<file path="src/rtl/instr_prefetch_queue.sv">
// Instruction prefetch queue: issues sequential word fetches to instruction
// memory over req/gnt/rvalid, buffers returned words tagged with their PC in an
// in-order FIFO, and hands them to decode with a valid/ready handshake.
// A redirect flushes the queue and drops responses still in flight.
// Optional build macro: IPQ_PERF_CNT_EN adds saturating 16-bit counters for
// empty cycles (perf_empty_cycles) and dropped responses (perf_discards).
module instr_prefetch_queue #(
    parameter int                DEPTH    = 4,
    parameter int                ADDR_W   = 32,
    parameter int                DATA_W   = 32,
    parameter logic [ADDR_W-1:0] RESET_PC = '0
) (
    input  logic                    clk,
    input  logic                    reset,
    output logic                    imem_req,
    output logic [ADDR_W-1:0]       imem_addr,
    input  logic                    imem_gnt,
    input  logic                    imem_rvalid,
    input  logic [DATA_W-1:0]       imem_rdata,
    input  logic                    redirect_valid,
    input  logic [ADDR_W-1:0]       redirect_pc,
    output logic                    inst_valid,
    input  logic                    inst_ready,
    output logic [DATA_W-1:0]       inst_data,
    output logic [ADDR_W-1:0]       inst_pc,
    output logic [$clog2(DEPTH):0]  occupancy
`ifdef IPQ_PERF_CNT_EN
    ,
    output logic [15:0]             perf_empty_cycles,
    output logic [15:0]             perf_discards
`endif
);

    localparam int PTR_W = $clog2(DEPTH);
    localparam int CNT_W = PTR_W + 1;

    logic [CNT_W-1:0]  count_reg, count_next;
    logic [CNT_W-1:0]  outst_reg, outst_next;
    logic [CNT_W-1:0]  discard_reg, discard_next;
    logic [PTR_W-1:0]  rd_ptr_reg, rd_ptr_next;
    logic [PTR_W-1:0]  wr_ptr_reg, wr_ptr_next;
    logic [ADDR_W-1:0] fetch_pc_reg, fetch_pc_next;
    logic [ADDR_W-1:0] resp_pc_reg, resp_pc_next;
    logic [DATA_W-1:0] head_data_reg, head_data_next;
    logic [ADDR_W-1:0] head_pc_reg, head_pc_next;

    logic [DATA_W-1:0] mem_data [DEPTH];
    logic [ADDR_W-1:0] mem_pc   [DEPTH];
    logic [DEPTH-1:0]  entry_we;

    logic [CNT_W:0]    inflight;
    logic [CNT_W-1:0]  count_after_pop;
    logic              fire;
    logic              push;
    logic              pop;
    logic              drop;

    // Credit check covers both queued words and requests still owed a response,
    // so a response can always be stored even when the queue is not popping.
    assign inflight  = {1'b0, count_reg} + {1'b0, outst_reg};
    assign imem_req  = !reset && !redirect_valid && (inflight < (CNT_W+1)'(DEPTH));
    assign imem_addr = fetch_pc_reg;
    assign fire      = imem_req && imem_gnt;

    assign pop  = (count_reg != '0) && inst_ready && !redirect_valid;
    assign push = imem_rvalid && !redirect_valid && (discard_reg == '0);
    assign drop = imem_rvalid && !push;

    assign inst_valid = (count_reg != '0);
    assign inst_data  = head_data_reg;
    assign inst_pc    = head_pc_reg;
    assign occupancy  = count_reg;

    // One write enable per FIFO slot, selected by the write pointer.
    generate
        for (genvar gi = 0; gi < DEPTH; gi++) begin : g_we
            assign entry_we[gi] = push && (wr_ptr_reg == PTR_W'(gi));
        end
    endgenerate

    // Next-state for counters, pointers, PCs and the registered head view.
    always_comb begin
        count_next      = count_reg;
        outst_next      = outst_reg + CNT_W'(fire) - CNT_W'(imem_rvalid);
        discard_next    = discard_reg;
        rd_ptr_next     = rd_ptr_reg + PTR_W'(pop);
        wr_ptr_next     = wr_ptr_reg + PTR_W'(push);
        fetch_pc_next   = fetch_pc_reg;
        resp_pc_next    = resp_pc_reg;
        head_data_next  = head_data_reg;
        head_pc_next    = head_pc_reg;
        count_after_pop = count_reg - CNT_W'(pop);

        if (redirect_valid) begin
            count_next    = '0;
            discard_next  = outst_reg - CNT_W'(imem_rvalid);
            wr_ptr_next   = rd_ptr_reg;
            fetch_pc_next = redirect_pc;
            resp_pc_next  = redirect_pc;
        end else begin
            count_next = count_after_pop + CNT_W'(push);
            if (imem_rvalid && (discard_reg != '0))
                discard_next = discard_reg - 1'b1;
            if (fire)
                fetch_pc_next = fetch_pc_reg + ADDR_W'(4);
            if (push)
                resp_pc_next = resp_pc_reg + ADDR_W'(4);
            // Head comes straight from the response when it lands in an
            // otherwise-empty queue; when empty the head registers hold.
            if (count_next != '0) begin
                if (push && (count_after_pop == '0)) begin
                    head_data_next = imem_rdata;
                    head_pc_next   = resp_pc_reg;
                end else begin
                    head_data_next = mem_data[rd_ptr_next];
                    head_pc_next   = mem_pc[rd_ptr_next];
                end
            end
        end
    end

    // Control state registers.
    always_ff @(posedge clk or posedge reset) begin
        if (reset) begin
            count_reg     <= '0;
            outst_reg     <= '0;
            discard_reg   <= '0;
            rd_ptr_reg    <= '0;
            wr_ptr_reg    <= '0;
            fetch_pc_reg  <= RESET_PC;
            resp_pc_reg   <= RESET_PC;
            head_data_reg <= '0;
            head_pc_reg   <= '0;
        end else begin
            count_reg     <= count_next;
            outst_reg     <= outst_next;
            discard_reg   <= discard_next;
            rd_ptr_reg    <= rd_ptr_next;
            wr_ptr_reg    <= wr_ptr_next;
            fetch_pc_reg  <= fetch_pc_next;
            resp_pc_reg   <= resp_pc_next;
            head_data_reg <= head_data_next;
            head_pc_reg   <= head_pc_next;
        end
    end

    // FIFO storage: each slot captures {rdata, resp_pc} when selected.
    always_ff @(posedge clk or posedge reset) begin
        if (reset) begin
            for (int i = 0; i < DEPTH; i++) begin
                mem_data[i] <= '0;
                mem_pc[i]   <= '0;
            end
        end else begin
            for (int i = 0; i < DEPTH; i++) begin
                if (entry_we[i]) begin
                    mem_data[i] <= imem_rdata;
                    mem_pc[i]   <= resp_pc_reg;
                end
            end
        end
    end

`ifdef IPQ_PERF_CNT_EN
    // Saturating performance counters; only reset clears them.
    always_ff @(posedge clk or posedge reset) begin
        if (reset) begin
            perf_empty_cycles <= '0;
            perf_discards     <= '0;
        end else begin
            if ((count_reg == '0) && (perf_empty_cycles != 16'hFFFF))
                perf_empty_cycles <= perf_empty_cycles + 16'd1;
            if (drop && (perf_discards != 16'hFFFF))
                perf_discards <= perf_discards + 16'd1;
        end
    end
`else
    // Drop indication only feeds the performance counters.
    logic drop_unused;
    assign drop_unused = drop;
`endif

endmodule

</file>
<file path="config.mk">
export PLATFORM = sky130hd
export DESIGN_NAME = instr_prefetch_queue
export DESIGN_NICKNAME = d
export VERILOG_FILES = /design/src/rtl/instr_prefetch_queue.sv
export SDC_FILE = /design/constraint.sdc
export NUM_CORES = 1
export LEC_CHECK = 0
export CORE_ASPECT_RATIO = 0.75
export CORE_MARGIN = 3
export CORE_UTILIZATION = 53
export DETAILED_ROUTE_END_ITERATION = 6
export PLACE_DENSITY_LB_ADDON = 0.2
export SYNTH_ARGS = -nofsm -noshare
export SYNTH_HDL_FRONTEND = slang
export SYNTH_SLANG_ARGS = --single-unit
</file>
<file path="constraint.sdc">
create_clock -name clk -period 36.2 [get_ports clk]
set_input_delay 9.05 -clock clk [delete_from_list [all_inputs] [get_ports clk]]
set_output_delay 9.05 -clock clk [all_outputs]
set_load 0.01 [all_outputs]
</file>
== Word-level counts from Yosys, hierarchy flattened ==
Index checks and enable logic that the tools add are counted.
Widths: inputs -> output; s select.

* Register bits: 397
* Latch bits: 0
* Bits in writable memories: 0
* Bits in read-only memories: 0
* Input port bits: 70
* Output and inout port bits: 101
* Memories: 0

* $add $sub $neg: 11
* $mul: 0
* Div/mod/pow operators: 0
* Order comparisons: 2
* Equality and inequality tests: 3
* Shift operators: 0
* Multiplexer cells: 16
* Bitwise gates (word level): 2
* Reductions and logical operators: 25

{| class="wikitable"
|+ Operators by type and width
! cell !! count
|-
| $mux 32 || 10
|-
| $bmux 32 s2 || 2
|-
| $add 32x3->32 const B || 2
|-
| $logic_and 1x1->1 || 13
|-
| $mux 3 || 3
|-
| $reduce_bool 3->1 || 3
|-
| $sub 3x1->3 || 3
|-
| $add 3x1->3 || 2
|-
| $logic_not 3->1 || 2
|-
| $reduce_bool 2->1 || 3
|-
| $add 2x1->2 || 2
|-
| $add 3x3->4 || 1
|-
| $eq 2x2->1 const B || 2
|-
| $lt 4x3->1 const B || 1
|-
| $ge 3x3->1 const B || 1
|-
| $not 2->3 || 1
|-
| $sub 3x1->3 const B || 1
|-
| $eq 2x1->1 const B || 1
|-
| $logic_not 1->1 || 2
|-
| $logic_not 2->1 || 1
|-
| $mux 2 || 1
|-
| $reduce_and 2->1 || 1
|-
| $not 1->1 || 1
|}

== Logic depth before layout (Yosys ltp) ==
Gate-level depths: netlist of the first run.

* Depth after elaboration: 9
* Mapped depth: 15
* Depth with buffers taken out: 10

== Worst setup path before layout of the first run ==
Ideal clock, no wire load.

* Path kind: in2out
* From: in redirect_valid
* To: out imem_req
* Arrival time: 9,597 ps
* Required time: 27,150 ps
* Slack: 17,553 ps
* Cell stages on the path: 3
* Path buffers: 1
* Cells stage by stage: buf_2 > nor3_1 > and3_1

* Longest elaborated chain between the ends: 3

{| class="wikitable"
|+ RTL lines
! item !! RTL line !! source
|-
| start, declared || 20 || <nowiki>input logic redirect_valid,</nowiki>
|-
| $logic_not 1->1 || 61 || <nowiki>assign imem_req = !reset && !redirect_valid && (inflight < (CNT_W+1)'(DEPTH));</nowiki>
|-
| $logic_and 1x1->1 (2 in series) || 61 ||
|-
| end, declared || 15 || <nowiki>output logic imem_req,</nowiki>
|}

Every way passes these cells.

== Worst setup path after layout of the first run ==
* From: in reset
* To: out imem_req

* Longest elaborated chain between the ends: 3

{| class="wikitable"
|+ RTL lines
! item !! RTL line !! source
|-
| start, declared || 14 || <nowiki>input logic reset,</nowiki>
|-
| $logic_not 1->1 (no source line) || n/a ||
|-
| $logic_and 1x1->1 (2 in series) || 61 ||
|}

Every way passes these cells.

==> results of run 1 <==
-- critical path, cell delays in order --
cell and delay, ns:
clkdlybuf4s50_1 0.51, nor3_1 0.20, and3_1 0.21, clkdlybuf4s50_1 0.54
-- cell type report --
class / count / area [um^2]
clock buffers: 59 / 1200
clock inverters: 8 / 118
fillers: 2597 / 12200
inverters: 28 / 113
multi-input cells: 884 / 7920
flip-flops and latches: 397 / 9930
well taps: 450 / 563
repair buffers: 187 / 1820
-- Yosys cell counts, drive strengths merged (3+ instances only) --
cell type / n / area share, %
dfrtp: 397 / 54
mux2: 247 / 15
nor2: 90 / 1.8
nand2: 80 / 1.6
a21oi: 73 / 2.0
mux2i: 70 / 3.8
mux4: 64 / 7.8
buf: 56 / 1.8
o21ai: 55 / 1.5
clkbuf: 46 / 1.0
inv: 28 / 0.57
nand3: 25 / 0.68
nand4: 24 / 0.93
xor2: 23 / 1.1
xnor2: 18 / 0.90
ha: 16 / 1.1
nor3: 12 / 0.41
nor4: 12 / 0.69
and3: 9 / 0.31
o211ai: 9 / 0.37
o311ai: 9 / 0.43
and4: 8 / 0.38
a21boi: 4 / 0.16
nand3b: 4 / 0.23
a31oi: 3 / 0.10
and2: 3 / 0.10
or3: 3 / 0.10
or4: 3 / 0.14
-- per-stage QoR --
step | cells | total power, mW | hold slack (ns) | worst slack, ns | util (%)
after floorplan | 1411 | 1.11 | 0.445 | 16.11 | -
after global placement | 1946 | 1.28 | 0.460 | 16.61 | 60.1
after detailed placement | 1946 | 1.31 | 0.467 | 16.62 | 60.1
after CTS | 2013 | 1.73 | 0.482 | 16.62 | 64.0
after global routing | 2013 | 1.82 | 0.508 | 16.55 | 64.0
final | 2013 | 1.71 | 0.478 | 16.64 | 64.0
-- cells by family after synthesis --
| logic type | Yosys count | share of synthesized area, % |
|---|---|---|
| buffers and inverters | 130 | 3.34 |
| DFF | 397 | 53.9 |
| AOI/OAI and AO/OA | 165 | 5.10 |
| muxes | 381 | 26.7 |
| adders and majority gates | 17 | 1.20 |
| and+or+nand+nor | 280 | 7.70 |
| xor gates and xnor gates | 41 | 1.99 |
-- metal layers --
| metal | vias to the layer above | global-route usage (%) | part of all wire [%] |
|---|---|---|---|
| met1 | 6051 | 31.7 | 47 |
| met2 | 256 | 35.0 | 47 |
| li1 | 5345 | - | - |
| met3 | 52 | 3.82 | 4.4 |
| met5 | - | 0 | 0 |
| met4 | 0 | 4.70 | 1.6 |
-- report_power, final --
part | internal [mW] | switching (mW) | leakage (nW) | total, mW
logic | 0.331 | 0.248 | 3.78 | 0.579
registers | 0.614 | 0.103 | 5.09 | 0.717
clock network | 0.250 | 0.168 | 0.651 | 0.418
total | 1.20 | 0.519 | 9.52 | 1.71
-- how the worst min path moves through the flow --
stage,startpoint,endpoint,slack [ns],cells past startpoint
finish,mem_pc[87],mem_pc[87],0.48,2
CTS,mem_pc[87],mem_pc[87],0.48,2
global route,mem_data[66],mem_data[66],0.51,1
detailed placement,mem_pc[87],mem_pc[87],0.47,2
floorplan,mem_pc[0],mem_pc[0],0.44,2
global placement,mem_pc[53],mem_pc[53],0.46,2
==> metrics.md, run 1 <==
| Metric | Value |
|---|---|
| Most frequent cells in the layout | dfrtp_1 (397), mux2_2 (242), clkdlybuf4s50_1 (169) |
| Post-synth EDFFs | 0 |
| GRT Total Usage | 21.8% |
| Placeable Area | 33900 um^2 |
| Synthesized flop and latch total | 397 |
| WL/cell | 20.1 um |
| Clk_skew | 0.0199 ns |
| Initial antenna violation count | 0 |
| Critical-path maximum fanout | 2 |
| Registers with the most flip-flops | mem_data (128), mem_pc (128) |
| Starting Density | 54.3% |
| Routability cong. | 0.829 |
| Hold/Removal Path Class | flop to flop |
| Setup crit start | reset |
| Syn avg cell area | 13.1 um^2 |
| CTS root buf | clkbuf_16 |
| CTS Sinks | 397 |
| Total negative slack | 0 ns |
| Commonest non-fill, non-tap cell in the layout | dfrtp_1 |
| RSZ-0062 raised after global routing | no |
| Leakage | 9.52 nW |
| Status | finished clean |
| Worst-Skew Late Latency | 0.54 ns |
| CP endpoint | imem_req |
| IO buf count | 170 |
| DIE HEIGHT | 167 um |
| Top FF cell, synth | dfrtp_1 |
| Via density | 5.81 |
| WL final | 40.5 mm |
| Distinct cells, synth | 60 |
| Clk slew on worst S/H paths | 0.06 ns |
| Die Width | 221 um |
| Vias in the first global route | 11900 |
| YS warnings | 0 |
| Placement Cell Area | 20400 um^2 |
| Fraction of final layout cells sized beyond drive strength 1 | 25.9% |
| Drt first pass iters | 5 |
| TritonCTS buffer count | 40 |
| CTS tree | built |
| Worst R2R Start | discard_reg[0] |
| Post-DP HPWL | 24.9 mm |
| Crit path capture type | output port |
| Worst IR Drop VDD | 43.5 uV |
| Critical path class | primary input to output port |
| Tcrit/Tclk final | 54.0% |
| Nets | 1625 |
| Synthesized Nets | 1498 |
| Mapped Cells | 1411 |
| Post-route ant nets | 0 |
| Sequential-to-total area share from yosys stat | 53.9% |
| CTS Buffer Depth | 3 |
| Fin. max-slew vios | 0 |
| Netlist Area Pre-Place | 18400 um^2 |
| Pwr per Cell Area | 79.1 nW/um^2 |
| Starting DRT DRC Count | 767 |
| CTS Hold Bufs | 0 |
| DRC | 0 |
| Worst EP arrival | 10.51 ns |
| Diode count | 0 |
| Area Overhead vs Synth | 17.7% |
| H-tree levels | 2 |
| Row count | 58 |
| Via Count | 11700 |
| Final Hold Viols | 0 |
| Die area | 37000 um^2 |
| Final number of setup-violating endpoints | 0 |
| Asr flop ratio synth | 100% |
| Type of origin of the critical path | primary input |
| CTS resizes | 0 |
| CP Data Required Time | 27.15 ns |
| Reg-to-reg slack, setup | 32.31 ns |
| Max Freq | 0.0511 GHz |
| Final Cell Area | 21700 um^2 |
| GR Overflow Total | 0 |
| Worst-Margin Slew | 1.08 ns |
| Reg-to-reg critical path endpoint | inst_data[7] |
| Setup Buffers After CTS | 0 |
| Max-cap violations | 0 |
| Worst r2r path cells | 12 |
| Largest net degree at the start of global routing | 114 |
| Relative slew slack | 27.8% |
| Post-layout min period | 19.56 ns |
| # IOs | 171 |
| First-pass GRT wire length | 65.9 mm |
Power figures use the tool's default switching activity.
==> run 2, diff against run 1 <==
==> constraint.sdc (replaced) <==
create_clock -name clk -period 20.4 [get_ports clk]
set_input_delay 5.1 -clock clk [delete_from_list [all_inputs] [get_ports clk]]
set_output_delay 5.1 -clock clk [all_outputs]
set_load 0.01 [all_outputs]
==> metrics.md, run 2 (same netlist as run 1, synthesis figures left out) <==
| Metric | Value |
|---|---|
| Status | finished clean (unchanged) |
| # fillers | 2616 (was 2597) |
| Pwr per Cell Area | 141 nW/um^2 (was 79.1 nW/um^2) |
| Largest net degree at the start of global routing | 174 (was 114) |
| Final Cell Area | 21700 um^2 (about the same) |
| CTS resizes | 0 (unchanged) |
| Registers with the most flip-flops | mem_data (128), mem_pc (128) (unchanged) |
| Row count | 58 (unchanged) |
| Final Hold Viols | 0 (unchanged) |
| CP Data Required Time | 15.30 ns (was 27.15 ns) |
| Vias in the first global route | 11800 (was 11900) |
| Post-route ant nets | 0 (unchanged) |
| Placement Cell Area | 20300 um^2 (was 20400 um^2) |
| Crit path capture type | output port (unchanged) |
| Placeable Area | 33900 um^2 (unchanged) |
| GR Overflow Total | 0 (unchanged) |
| Max Freq | 0.0859 GHz |
| Fin. max-slew vios | 0 (unchanged) |
| Area Overhead vs Synth | 17.9% (was 17.7%) |
| Worst EP arrival | 6.54 ns (was 10.51 ns) |
| Drt first pass iters | 5 (unchanged) |
| Met1 WL | 19.4 mm (was 18.9 mm) |
| WL final | 40.4 mm (was 40.5 mm) |
| Max-cap violations | 0 (unchanged) |
| Die area | 37000 um^2 (unchanged) |
| Initial antenna violation count | 0 (unchanged) |
| Die Width | 221 um (unchanged) |
| Via Count | 11700 (about the same) |
| Max Used Layer | met4 (unchanged) |
| Via density | 5.81 (about the same) |
| Post-layout min period | 11.64 ns |
| Nets | 1621 (was 1625) |
| RSZ-0062 raised after global routing | no (unchanged) |
| DRC | 0 (unchanged) |
| Tcrit/Tclk final | 57.0% |
| Clk slew on worst S/H paths | 0.06 ns (about the same) |
| Clk_skew | 0.0112 ns (was 0.0199 ns) |
| Leakage | 9.53 nW (was 9.52 nW) |
| Critical-path maximum fanout | 2 (unchanged) |
| # IOs | 171 (unchanged) |
| Starting Density | 54.3% (unchanged) |
| Starting DRT DRC Count | 871 (was 767) |
| Critical path class | primary input to output port (unchanged) |
| IO buf count | 170 (unchanged) |
| First-pass GRT wire length | 66.1 mm (was 65.9 mm) |
| Final number of setup-violating endpoints | 0 (unchanged) |
| WL/cell | 20.1 um (about the same) |
| Routability cong. | 0.820 (was 0.829) |
| Most frequent cells in the layout | dfrtp_1 (397), mux2_2 (242), clkdlybuf4s50_1 (169) (unchanged) |
| CTS Buffer Depth | 3 (unchanged) |
| Post-DP HPWL | 24.0 mm (was 24.9 mm) |
| Register area | 9930 um^2 (unchanged) |
| Setup Buffers After CTS | 0 (unchanged) |
| GRT Total Usage | 21.9% (was 21.8%) |
| Metal2 WL | 18.9 mm (was 19.2 mm) |
| Hold/Removal Path Class | flop to flop (unchanged) |
| DIE HEIGHT | 167 um (unchanged) |
| CTS Hold Bufs | 0 (unchanged) |
| Worst-Skew Late Latency | 0.53 ns (was 0.54 ns) |
| Worst-Margin Slew | 1.11 ns (was 1.08 ns) |
| H-tree levels | 2 (unchanged) |
| Core Util, Final | 64.1% (was 64.0%) |
| TritonCTS buffer count | 39 (was 40) |
| CTS Sinks | 397 (unchanged) |
| Total negative slack | 0 ns (unchanged) |
| Commonest non-fill, non-tap cell in the layout | dfrtp_1 (unchanged) |
| CTS root buf | clkbuf_16 (unchanged) |
| Multi-input logic area | 7920 um^2 (unchanged) |
| Relative slew slack | 25.8% (was 27.8%) |
| Met3 wire len | 1.53 mm (was 1.78 mm) |
| Type of origin of the critical path | primary input (unchanged) |
| Diode count | 0 (unchanged) |
| Total power | 3.05 mW (was 1.71 mW) |
| Worst IR Drop VDD | 86.8 uV (was 43.5 uV) |
| Fraction of final layout cells sized beyond drive strength 1 | 25.8% (was 25.9%) |
| CTS tree | built (unchanged) |
run 2: worst max-delay path, stage by stage:
cell	delay, ns
clkdlybuf4s50_1	0.51
nor3_1	0.19
and3_1	0.18
clkdlybuf4s50_1	0.55
run 2: worst paths after layout:
path	start	endpoint	slack [ns]	depth (start not counted)
max	reset	imem_req	8.76	4
min	mem_pc[23]	mem_pc[23]	0.48	2
max reg2reg	discard_reg[0]	inst_pc[23]	16.48	12
min reg2reg	mem_pc[23]	mem_pc[23]	0.48	2
max in group asynchronous	reset	inst_data[4]	12.76	4
min in group asynchronous	reset	imem_addr[5]	5.18	2
run 2: per-stage QoR:
stage               hold WS (ns)  std cells  worst slack [ns]
global placement           0.460       1943              8.72
global route               0.488       2013              8.69
detailed placement         0.466       1943              8.74
CTS                        0.480       2013              8.74
floorplan                  0.445       1411              4.26
finish                     0.477       2013              8.76
run 2: cell type report:
| class | count | share of cell area [%] |
|---|---|---|
| Tap cell | 450 | 2.59 |
| Inverter | 28 | 0.519 |
| Clock inverter | 7 | 0.519 |
| Multi-Input combinational cell | 884 | 36.5 |
| Sequential cell | 397 | 45.8 |
| Timing Repair Buffer | 184 | 8.36 |
| Clock buffer | 63 | 5.75 |
run 2: layer usage:
| layer | global-route usage, % | vias to the layer above |
|---|---|---|
| met5 | 0 | - |
| met4 | 4.42 | 0 |
| met3 | 3.08 | 48 |
| met2 | 34.9 | 211 |
| met1 | 32.5 | 6088 |
| li1 | - | 5356 |
run 2: where the power goes:
group | total [mW] | leakage (nW) | switching (mW) | internal (mW)
Clock | 0.757 | 0.670 | 0.300 | 0.456
Combinational | 1.03 | 3.77 | 0.438 | 0.587
Sequential | 1.27 | 5.09 | 0.182 | 1.09
==> run 3, diff against run 2 <==
==> constraint.sdc (replaced) <==
create_clock -name clk -period 11.5 [get_ports clk]
set_input_delay 2.875 -clock clk [delete_from_list [all_inputs] [get_ports clk]]
set_output_delay 2.875 -clock clk [all_outputs]
set_load 0.01 [all_outputs]
==> metrics.md, run 3 (same netlist as run 1, synthesis figures left out) <==
| Metric | Value |
|---|---|
| Status | finished clean (unchanged) |
| CP endpoint | imem_req (unchanged) |
| Reg-to-reg critical path endpoint | inst_pc[3] (was inst_pc[23]) |
| Clock power share | 25.2% (was 24.8%) |
| Starting DRT DRC Count | 939 (was 871) |
| Tcrit/Tclk final | 61.8% |
| Commonest non-fill, non-tap cell in the layout | dfrtp_1 (unchanged) |
| Post-DP HPWL | 24.9 mm (was 24.0 mm) |
| Sw power | 1.66 mW (was 920 uW) |
| Crit path capture type | output port (unchanged) |
| First-pass GRT wire length | 67.6 mm (was 66.1 mm) |
| Critical path buffer and inverter count | 2 (unchanged) |
| Registers with the most flip-flops | mem_data (128), mem_pc (128) (unchanged) |
| CTS Sinks | 397 (unchanged) |
| DIE HEIGHT | 167 um (unchanged) |
| CP Data Required Time | 8.63 ns (was 15.30 ns) |
| CTS resizes | 0 (unchanged) |
| GRT Total Usage | 22.6% (was 21.9%) |
| Largest net degree at the start of global routing | 173 (was 174) |
| Fin. max-slew vios | 0 (unchanged) |
| Net Sw Frac | 30.4% (was 30.1%) |
| Vias in the first global route | 12100 (was 11800) |
| Worst R2R Start | discard_reg[0] (unchanged) |
| Max stage delay on crit path | 0.53 ns (was 0.55 ns) |
| Starting Density | 54.3% (unchanged) |
| Layout Cells excl Fill | 2022 (was 2013) |
| # fillers | 2557 (was 2616) |
| Critical path's top delay family | buffers and inverters (unchanged) |
| # IOs | 171 (unchanged) |
| Final Hold Viols | 0 (unchanged) |
| Fraction of final layout cells sized beyond drive strength 1 | 26.3% (was 25.8%) |
| Drt first pass iters | 5 (unchanged) |
| Critical path's slowest cell | clkdlybuf4s50_1 (unchanged) |
| CTS root buf | clkbuf_16 (unchanged) |
| IO buf count | 170 (unchanged) |
| Hold/Removal Path Class | flop to flop (unchanged) |
| Worst EP arrival | 4.23 ns (was 6.54 ns) |
| CTS Hold Bufs | 0 (unchanged) |
| Initial antenna violation count | 0 (unchanged) |
| Total negative slack | 0 ns (unchanged) |
| Placed Cells | 1948 (was 1943) |
| Cells along the critical path | clkdlybuf4s50_1 > nor3_1 > and3_1 > clkdlybuf4s50_1 (unchanged) |
| Die Width | 221 um (unchanged) |
| Post-route ant nets | 0 (unchanged) |
| WL/cell | 20.3 um (was 20.1 um) |
| Internal | 3.80 mW (was 2.13 mW) |
| Leakage | 9.58 nW (was 9.53 nW) |
| Via density | 5.81 (about the same) |
| WL final | 41.1 mm (was 40.4 mm) |
| TritonCTS buffer count | 42 (was 39) |
| Critical-path maximum fanout | 2 (unchanged) |
| Critical path class | primary input to output port (unchanged) |
| Max-cap violations | 0 (unchanged) |
| CP most frequent cell | clkdlybuf4s50_1 (unchanged) |
| Via Count | 11800 (was 11700) |
| Reg-to-reg slack, setup | 7.67 ns (was 16.48 ns) |
| Post-layout min period | 7.11 ns |
| Setup Buffers After CTS | 0 (unchanged) |
| Worst-Skew Late Latency | 0.55 ns (was 0.53 ns) |
| Combinational share of power | 33.4% (was 33.6%) |
| H-tree levels | 2 (unchanged) |
| Worst r2r path cells | 12 (unchanged) |
| Worst-Margin Slew | 1.15 ns (was 1.11 ns) |
| Most frequent cells in the layout | dfrtp_1 (397), mux2_2 (242), clkdlybuf4s50_1 (169) (unchanged) |
| Type of origin of the critical path | primary input (unchanged) |
| Die area | 37000 um^2 (unchanged) |
| Row count | 58 (unchanged) |
| Max Freq | 0.141 GHz |
| Final number of setup-violating endpoints | 0 (unchanged) |
| Relative slew slack | 23.3% (was 25.8%) |
| Clk_skew | 0.0217 ns (was 0.0112 ns) |
| Setup crit start | reset (unchanged) |
| RSZ-0062 raised after global routing | no (unchanged) |
| Nets | 1629 (was 1621) |
| DRC | 0 (unchanged) |
| Worst path depth | 4 (unchanged) |
| Diode count | 0 (unchanged) |
| Pwr per Cell Area | 251 nW/um^2 (was 141 nW/um^2) |
| Core Util, Final | 64.3% (was 64.1%) |
| CTS Buffer Depth | 3 (unchanged) |
| GR Overflow Total | 0 (unchanged) |
| Area Overhead vs Synth | 18.3% (was 17.9%) |
| CTS tree | built (unchanged) |
| Routability cong. | 0.853 (was 0.820) |
| Flop pwr share | 41.4% (was 41.6%) |
| Worst IR Drop VDD | 165 uV (was 86.8 uV) |
| Placeable Area | 33900 um^2 (unchanged) |
| Clk slew on worst S/H paths | 0.06 ns (about the same) |
run 3: changes by cell type in the layout (fill, tap and decap cells not counted), sizes merged:
cell / delta
buf: +5
clkbuf: -2
clkinv: +5
inv: +1
run 3: worst min path at each step:
stage                              from       endpoint  slack [ns]  depth (start not counted)
after floorplan               mem_pc[0]      mem_pc[0]        0.44                          2
after global placement       mem_pc[32]     mem_pc[32]        0.46                          2
after detailed placement      mem_pc[0]      mem_pc[0]        0.46                          2
after CTS                     mem_pc[0]      mem_pc[0]        0.48                          2
after global routing      mem_data[113]  mem_data[113]        0.50                          1
final                         mem_pc[0]      mem_pc[0]        0.48                          2
run 3: metal layers:
| layer | up-vias | GRT usage, % | wire, um |
|---|---|---|---|
| li1 | 5359 | - | - |
| met1 | 6107 | 32.8 | 19000 |
| met2 | 242 | 36.0 | 19400 |
| met3 | 48 | 4.33 | 2110 |
| met4 | 0 | 4.64 | 594 |
| met5 | - | 0 | 0 |
run 3: worst min-delay path, stage by stage, from the launching register on:
cell and delay (ns):
dfrtp_1 0.34, nand2_1 0.05, o21ai_0 0.06
run 3: power groups by stage:
stage / clock [mW] / sequential, mW / combinational (mW)
3_5_place_dp: 0 / 2.28 / 1.84
6_report: 1.37 / 2.26 / 1.82
3_3_place_gp: 0 / 2.26 / 1.79
4_1_cts: 1.41 / 2.26 / 1.86
5_1_grt: 1.47 / 2.33 / 2.01
2_1_floorplan: 0 / 2.23 / 1.26
run 3: area by class of cell:
type                       instances  area [um^2]  area share [%]
clock buffer                      61         1250            5.75
multi-input combinational        884         7920            36.4
clock inverter                    13          150           0.689
sequential                       397         9930            45.6
inverter                          28          109           0.500
tap                              450          563            2.58
timing repair buffer             189         1850            8.50
run 3: through the flow:
stage / worst slack, ns / power (mW) / area, um^2 / hold WS, ns
after floorplan: 3.28 / 3.49 / 18400 / 0.445
after global placement: 4.40 / 4.05 / 20400 / 0.458
after detailed placement: 4.40 / 4.12 / 20400 / 0.465
after CTS: 4.40 / 5.52 / 21800 / 0.478
after global routing: 4.26 / 5.81 / 21800 / 0.500
final: 4.39 / 5.46 / 21800 / 0.476
==> edit: new RTL, settings of run 1 <==
Change the parameter `DATA_W` from 32 to 64.
--- a/src/rtl/instr_prefetch_queue.sv
+++ b/src/rtl/instr_prefetch_queue.sv
@@ -9,3 +9,3 @@
     parameter int                ADDR_W   = 32,
-    parameter int                DATA_W   = 32,
+    parameter int                DATA_W   = 64,
     parameter logic [ADDR_W-1:0] RESET_PC = '0
Ports: changed (resized imem_rdata and inst_data); port bits go from 171 to 235. No check against the original RTL was run, so the function may have changed too.
==> edit against run 1 <==
  * Clock power is 33% higher
  * Clock skew fell by 0.0085 ns
  * Register-to-register slack got worse by 0.37 ns
  * Sequential cell count increased by 160
  * Wire length increased by 41%
  * Die area is 35% higher
  * Power grew 41%
  * Area after synthesis rose by 37%
  * Final area rose by 37%
  * Worst setup slack worse by 0.13 ns
  * Hold slack improved by 0.0045 ns
  * Critical path type unchanged
==> edit: results <==
<?xml version="1.0" encoding="UTF-8"?>
<metrics>
  <group name="worst_setup_path">
    <metric name="crit_path_max_fanout" unit="">3</metric>
    <metric name="timing.rr.start" unit="">occupancy[0]</metric>
    <metric name="worst-endpoint-arrival" unit="ns">10.64</metric>
    <metric name="timing.reg2reg.setup_slack" unit="ns">31.94</metric>
    <metric name="r2r-end" unit="">inst_data[62]</metric>
    <metric name="reg2regPathDepth" unit="">11</metric>
  </group>
  <group name="yosys">
    <metric name="yosysSeqAreaShare" unit="">0.5540</metric>
    <metric name="synth.area.top_cells" unit="">sky130_fd_sc_hd__dfrtp_1, sky130_fd_sc_hd__mux2_2, sky130_fd_sc_hd__mux4_2</metric>
    <metric name="synth_commonest_cells" unit="">sky130_fd_sc_hd__dfrtp_1, sky130_fd_sc_hd__mux2_2, sky130_fd_sc_hd__nor2_1, sky130_fd_sc_hd__a21oi_1, sky130_fd_sc_hd__mux2i_1</metric>
    <metric name="yosysUniqueCellTypes" unit="">49</metric>
  </group>
  <group name="run_status">
    <metric name="outcome" unit="">finished clean</metric>
  </group>
  <group name="grt">
    <metric name="antenna_violations_before_repair" unit="">5</metric>
    <metric name="first_global_vias" unit="">16430</metric>
    <metric name="largest_net_degree_at_the_start_of_global_routing" unit="">135</metric>
  </group>
  <group name="routing">
    <metric name="drt-initial-drc-count" unit="">1084</metric>
    <metric name="route.detailed.vias_per_inst" unit="">5.817</metric>
  </group>
  <group name="sta">
    <metric name="worst-slew-pin-transition" unit="ns">1.197</metric>
  </group>
  <group name="cells_and_area">
    <metric name="drive_gt1_frac" unit="">0.2947</metric>
    <metric name="finish.net_count" unit="">2138</metric>
    <metric name="nFillCells" unit="">3493</metric>
  </group>
  <group name="min_path">
    <metric name="min_from" unit="">mem_pc[1]</metric>
  </group>
  <group name="placement">
    <metric name="place_worst_setup_slack" unit="ns">16.52</metric>
    <metric name="post-dp-hpwl" unit="µm">34690</metric>
    <metric name="place.port_buffers" unit="">234</metric>
    <metric name="gp_routability_congestion" unit="">0.8394</metric>
  </group>
</metrics>
## edit: cell count changes in the layout (fill, tap and decap cells not counted), sizes merged, moves of 7 or more
cell and change:
clkinv +8, clkbuf +20, nor2 +33, nand2 -16, mux2i +27, o21ai -11, a21oi +28, mux2 +140
dfrtp +160, mux4 +32, clkdlybuf4s50 +64, nand3 +9, inv -7
## edit: worst max-delay path by stage
stage / start / endpoint / slack (ns) / cells after the start
2_1_floorplan: reset / discard_reg[0] / 11.57 / 1
3_3_place_gp: reset / imem_req / 16.53 / 4
3_5_place_dp: reset / imem_req / 16.52 / 4
4_1_cts: reset / imem_req / 16.52 / 4
5_1_grt: reset / imem_req / 16.40 / 4
6_report: reset / imem_req / 16.51 / 4
## edit: layout make-up
type	instances	area [µm²]	share of cell area
Clock buffer	79	1577	0.05309
Clock inverter	18	173.9	0.005857
Inverter	20	82.58	0.002781
Multi-Input combinational cell	1129	10630	0.3578
Sequential cell	557	13940	0.4694
Tap cell	630	788.3	0.02654
Timing Repair Buffer	257	2510	0.08452
## edit: metrics by stage
stage	power [µW]	instance area (µm²)	hold slack, ns
finish	2413	29700	0.4825
detailed placement	1874	27950	0.4693
floorplan	1572	25160	0.4446
CTS	2441	29700	0.4829
global placement	1836	27950	0.4605
global route	2567	29700	0.5072
## edit: worst min-delay path, delay by kind of cell, from the launching register on
family / cells / cell delay, ns
and+or+nand+nor: 1 / 0.05
AOI/OAI and AO/OA: 1 / 0.06
DFF: 1 / 0.34
## edit: power groups by stage
stage	registers [µW]	clock network [µW]	logic, µW
global route	1050	597	924
finish	1010	558	841
global placement	1010	0	829
CTS	1010	571	855
detailed placement	1020	0	850
floorplan	1000	0	569
## edit: cells by family after synthesis
family,after synthesis,synth area share
mux,580,0.2977
flops,557,0.5540
xor+xnor,42,0.01492
fa+ha+maj,17,0.008752
compound gates,185,0.04083
simple gates,305,0.05778
buf+inv,155,0.02601
## edit: layer usage
layer	global-route usage	vias to the layer above	routed length, µm
li1	-	7060	-
met1	0.3281	8160	25560
met2	0.3737	338	27350
met3	0.04142	83	2880
met4	0.04903	8	1074
met5	0	-	57
